### src/rtl/cabac_ctx_init.sv
// CABAC context initialiser: sweeps the init-value ROM once per start and writes
// {pStateIdx, valMps} for every context, derived from slope/offset and the slice QP.
module cabac_ctx_init #(
    parameter int CTX_NUM    = 64,
    parameter int ADDR_WIDTH = 6
) (
    input  logic                  clk,
    input  logic                  rst_n,
    input  logic                  start_i,
    input  logic [5:0]            slice_qp_i,
    output logic                  rom_en_o,
    output logic [ADDR_WIDTH-1:0] rom_addr_o,
    input  logic [15:0]           rom_data_i,
    output logic                  ctx_we_o,
    output logic [ADDR_WIDTH-1:0] ctx_addr_o,
    output logic [6:0]            ctx_data_o,
    output logic                  busy_o,
    output logic                  done_o
);

    localparam logic [1:0] IDLE  = 2'd0;
    localparam logic [1:0] READ  = 2'd1;
    localparam logic [1:0] DRAIN = 2'd2;
    localparam logic [1:0] DONE  = 2'd3;

    localparam logic [ADDR_WIDTH-1:0] LAST_ADDR = ADDR_WIDTH'(CTX_NUM - 1);
    localparam logic [5:0]            QP_MAX    = 6'd51;

    logic [1:0]            state;
    logic [5:0]            qp;
    logic                  rd_valid;
    logic [ADDR_WIDTH-1:0] rd_addr;

    logic signed [7:0]  slope;
    logic signed [7:0]  offset;
    logic signed [14:0] slope_ext;
    logic signed [14:0] qp_ext;
    logic signed [14:0] prod;
    logic signed [14:0] shifted;
    logic signed [15:0] sum;
    logic [6:0]         pre;
    logic [6:0]         ctx_next;

    // Datapath: pre = clip(((m * qp) >>> 4) + n, 1, 126), then split into state/MPS.
    always_comb begin
        slope     = rom_data_i[15:8];
        offset    = rom_data_i[7:0];
        slope_ext = {{7{slope[7]}}, slope};
        qp_ext    = {9'd0, qp};
        prod      = slope_ext * qp_ext;
        shifted   = prod >>> 4;
        sum       = {shifted[14], shifted} + {{8{offset[7]}}, offset};
        if (sum < 16'sd1) begin
            pre = 7'd1;
        end else if (sum > 16'sd126) begin
            pre = 7'd126;
        end else begin
            pre = sum[6:0];
        end
        if (pre <= 7'd63) begin
            ctx_next = {6'(7'd63 - pre), 1'b0};
        end else begin
            ctx_next = {6'(pre - 7'd64), 1'b1};
        end
    end

    always_ff @(posedge clk or negedge rst_n) begin
        if (!rst_n) begin
            state      <= IDLE;
            qp         <= 6'd0;
            rom_en_o   <= 1'b0;
            rom_addr_o <= '0;
            busy_o     <= 1'b0;
            done_o     <= 1'b0;
        end else begin
            case (state)
                IDLE: begin
                    done_o <= 1'b0;
                    if (start_i) begin
                        state      <= READ;
                        qp         <= (slice_qp_i > QP_MAX) ? QP_MAX : slice_qp_i;
                        rom_en_o   <= 1'b1;
                        rom_addr_o <= '0;
                        busy_o     <= 1'b1;
                    end
                end
                READ: begin
                    if (rom_addr_o == LAST_ADDR) begin
                        state    <= DRAIN;
                        rom_en_o <= 1'b0;
                    end else begin
                        rom_addr_o <= rom_addr_o + 1'b1;
                    end
                end
                // The last write is visible on the outputs; finish on the following edge.
                DRAIN: begin
                    if (ctx_we_o && (ctx_addr_o == LAST_ADDR)) begin
                        state  <= DONE;
                        busy_o <= 1'b0;
                        done_o <= 1'b1;
                    end
                end
                DONE: begin
                    done_o <= 1'b0;
                    state  <= IDLE;
                end
                default: begin
                    state <= IDLE;
                end
            endcase
        end
    end

    // rd_valid marks cycles where rom_data_i answers a read; nothing else is trusted.
    always_ff @(posedge clk or negedge rst_n) begin
        if (!rst_n) begin
            rd_valid   <= 1'b0;
            rd_addr    <= '0;
            ctx_we_o   <= 1'b0;
            ctx_addr_o <= '0;
            ctx_data_o <= 7'd0;
        end else begin
            rd_valid <= rom_en_o;
            rd_addr  <= rom_addr_o;
            ctx_we_o <= rd_valid;
            if (rd_valid) begin
                ctx_addr_o <= rd_addr;
                ctx_data_o <= ctx_next;
            end
        end
    end

endmodule

### config.mk
export PLATFORM = sky130hd
export DESIGN_NAME = cabac_ctx_init
export DESIGN_NICKNAME = d
export VERILOG_FILES = /design/src/rtl/cabac_ctx_init.sv
export SDC_FILE = /design/constraint.sdc
export NUM_CORES = 1
export LEC_CHECK = 0
export ABC_AREA = 0
export CORE_ASPECT_RATIO = 1.4
export CORE_MARGIN = 5
export CORE_UTILIZATION = 52
export CTS_CLUSTER_DIAMETER = 50
export DETAILED_ROUTE_END_ITERATION = 16
export GPL_ROUTABILITY_DRIVEN = 0
export HOLD_SLACK_MARGIN = 0.1
export PLACE_DENSITY = 0.78
export REMOVE_ABC_BUFFERS = 1
export SKIP_LAST_GASP = 1
export SLEW_MARGIN = 20
export SYNTH_ARGS = -nofsm -noshare
export SYNTH_HDL_FRONTEND = slang
export SYNTH_SLANG_ARGS = --single-unit
### constraint.sdc
create_clock -name clk -period 6.1 [get_ports clk]
set_input_delay 1.22 -clock clk [delete_from_list [all_inputs] [get_ports clk]]
set_output_delay 1.22 -clock clk [all_outputs]
set_load 0.02 [all_outputs]
==> key figures <==
Setup path
  – Bufs and invs on worst path: 2
  – Setup crit end kind: flop
  – Setup crit start kind: input pin
  – CP arrival: 6.68 ns
  – Slowest CP cell: fa_1
  – Crit-path leading delay family: adder cells
  – Crit path kind: in -> reg
  – Required @ worst endpoint: 6.26 ns
  – Slowest Stage Delay on Critical Path: 0.54 ns
  – Crit-path max FO: 7
  – Crit-path cells: buf_6, buf_6, and2_4, fa_1, ha_2, ha_1, fa_1, ha_1, nand4_1, o211ai_1, o21ai_1, a21boi_1, o21a_1, nor2_1, xnor2_1, ha_2, a21oi_2, o221ai_2, o21a_2, or3b_1, nand4_1, mux2i_4, a32o_2

Global routing
  – First-pass GRT wire length: 19.2 mm
  – Vias in the first global route: 4217
  – Largest net degree at the start of global routing: 39
  – Initial antenna violation count: 0
  – GRT Total Usage: 23.9%
  – Grt ovf: 0

Outcome
  – Status: finished with violations
  – Failing checks: negative setup slack

Power and ir drop
  – VDD IR max: 0.191 mV
  – Sw Ratio: 20.6%
  – Logic pwr share: 13.6%
  – P_sw: 142 uW
  – Internal power: 546 uW
  – Tot Pwr: 688 uW
  – Clock power frac: 49.7%
  – Leak: 0.00299 uW
  – Pwr dens: 112 mW/mm^2
  – Reg power frac: 36.7%

Clock network
  – Root buffer cell: clkbuf_16
  – Clk_lat worst skew: 0.28 ns
  – Clk slew on worst S/H paths: 0.06 ns
  – CTS max path bufs: 2
  – TritonCTS clock tree: done
  – CTS HTree Levels: 2
  – Clock Sink Count: 38
  – Total CTS buffers: 5

Placement
  – DP Wirelength: 7.89 mm
  – Input/output buffers: 47

Routing
  – Vias/cell: 5.76
  – Routed len/inst: 17.7 um
  – Post-Route WL: 12.5 mm
  – DRT Pass-1 Iters: 5
  – Post-DRT Antenna Nets: 0
  – DR vias: 4047
  – DR iter-0 viols: 234
  – DRC errors left: 0

STA
  – Worst-margin pin slew: 0.593 ns
  – Final TNS setup: -2.08 ns
  – Clk_skew: 0.00439 ns
  – Final-report hold violation count: 0
  – Peak Freq: 0.153 GHz
  – Final min period: 6.52 ns
  – Hold_ws: 0.475 ns
  – Final setup violation count: 7
  – Slew headroom: 60.0%
  – Worst setup margin: -0.417 ns
  – Period utilization: 107%
  – RSZ-0062 raised after global routing: true
  – Fin. max-slew vios: 0

Floorplan
  – Initial Util: 52.6%
  – Core area: 0.00805 mm^2
  – Rows: 39
  – Die X: 86.3 um
  – Die ar.: 0.0101 mm^2
  – IO Count: 48
  – Die Y: 117 um

Layout
  – Layout area overhead: 45.1%
  – Antenna Cells: 0
  – Number of fill cells in the layout: 513
  – Nets: 705
  – Most common cell after layout, fill and taps aside: buf_4
  – Layout cells sized above 1: 32.9%
  – Most frequent cells in the layout: buf_4 (82), inv_1 (64), clkdlybuf4s50_1 (39)

Min path
  – Hold Path Class: reg -> reg

Synthesis
  – Ys async rst share: 100%
  – Syn Inst Count: 463
  – #FFs+latches synth: 38
  – Avg Cell Area, Syn: 9.14 um^2
  – Cell Area, Synth: 0.00423 mm^2
  – YS warnings: 0
  – Yosys cell types: 54
  – Sequential share of the synthesized area: 22.5%
  – EDFF count, synth: 0
  – Synth Flop Type: dfrtp_1

Run
  – Max-cap viol count: 0
## layer usage
layer	track usage, %	share of wire (%)	vias up
li1	-	-	1827
met4	10.1	4.5	0
met2	47.2	57	161
met3	3.95	4.0	63
met5	0	0	-
met1	24.5	35	1996
## worst reg2reg max path, delay by kind of cell (launching register included)
family | cells | cell delay [ns]
compound gates | 8 | 1.73
buf+inv | 2 | 0.10
xor+xnor | 1 | 0.21
mux | 1 | 0.12
simple gates | 5 | 0.90
fa+ha+maj | 6 | 2.39
flops | 1 | 0.51
## worst paths after layout
check | startpoint | end | slack, ns | depth (start not counted)
max | rom_data_i[11] | ctx_data_o[1] | -0.42 | 23
min in group asynchronous | rst_n | ctx_addr_o[2] | 1.36 | 2
min reg2reg | rd_addr[5] | ctx_addr_o[5] | 0.48 | 1
max in group asynchronous | rst_n | rom_en_o | 4.40 | 2
min | rd_addr[5] | ctx_addr_o[5] | 0.48 | 1
max reg2reg | qp[2] | ctx_data_o[1] | 0.03 | 23
## synthesized netlist by cell type, types with 12 or more instances
library cell	count	area share (%)
inv_1	70	6.2
ha_1	45	13
and2_1	42	6.2
dfrtp_1	38	22
nand2_1	36	3.2
fa_1	35	17
nor2_1	29	2.6
a21oi_1	18	2.1
xnor2_1	17	3.5
o21ai_0	15	1.8
xor2_1	12	2.5
## sequential cells by signal, summed over array words and instances (netlist names)
signal	cells
ctx_data_o	7
ctx_addr_o	6
qp	6
rd_addr	6
rom_addr_o	6
state	2
busy_o	1
ctx_we_o	1
done_o	1
rd_valid	1
rom_en_o	1
## area by class of cell
class,count,area (um^2),area share [%]
multi-input combinational,349,3440,55.9
timing repair buffer,136,1170,19.0
sequential,38,951,15.5
inverter,70,263,4.28
clock buffer,6,139,2.26
tap,102,128,2.08
clock inverter,2,60.1,0.978
## cell families after synthesis
family	synth area share, %
AOI/OAI and AO/OA	14.9
xor gates and xnor gates	6.00
adders and majority gates	29.8
buffers and inverters	6.80
DFF	22.5
muxes	2.69
and+or+nand+nor	17.3
## stage by stage
stage	std cells	setup slack [ns]	utilization, %	area (um^2)
finish	703	-0.417	76.3	6140
detailed placement	681	-1.14	66.9	5380
global placement	681	-1.03	66.9	5380
CTS	699	-0.185	73.0	5880
global route	703	-0.538	76.3	6140
floorplan	457	-0.420	-	4210
## what timing repair did
action / CTS / global route
setup endpoints to repair: 7 / 7
pin swaps: 60 / 35
resized for setup: 88 / 49
endpoints found under the hold margin: 0 / 0
buffers inserted: 12 / 4
hold buffers: 0 / 0
gates cloned: 0 / 0
## power groups by stage
stage          clock network [uW]  logic (uW)  registers, uW
2_1_floorplan                   0        26.1            258
3_3_place_gp                    0        74.6            257
3_5_place_dp                    0        76.1            257
4_1_cts                       346        81.9            253
5_1_grt                       355        99.4            253
6_report                      342        93.3            253
(Power assumes the default switching activity.)
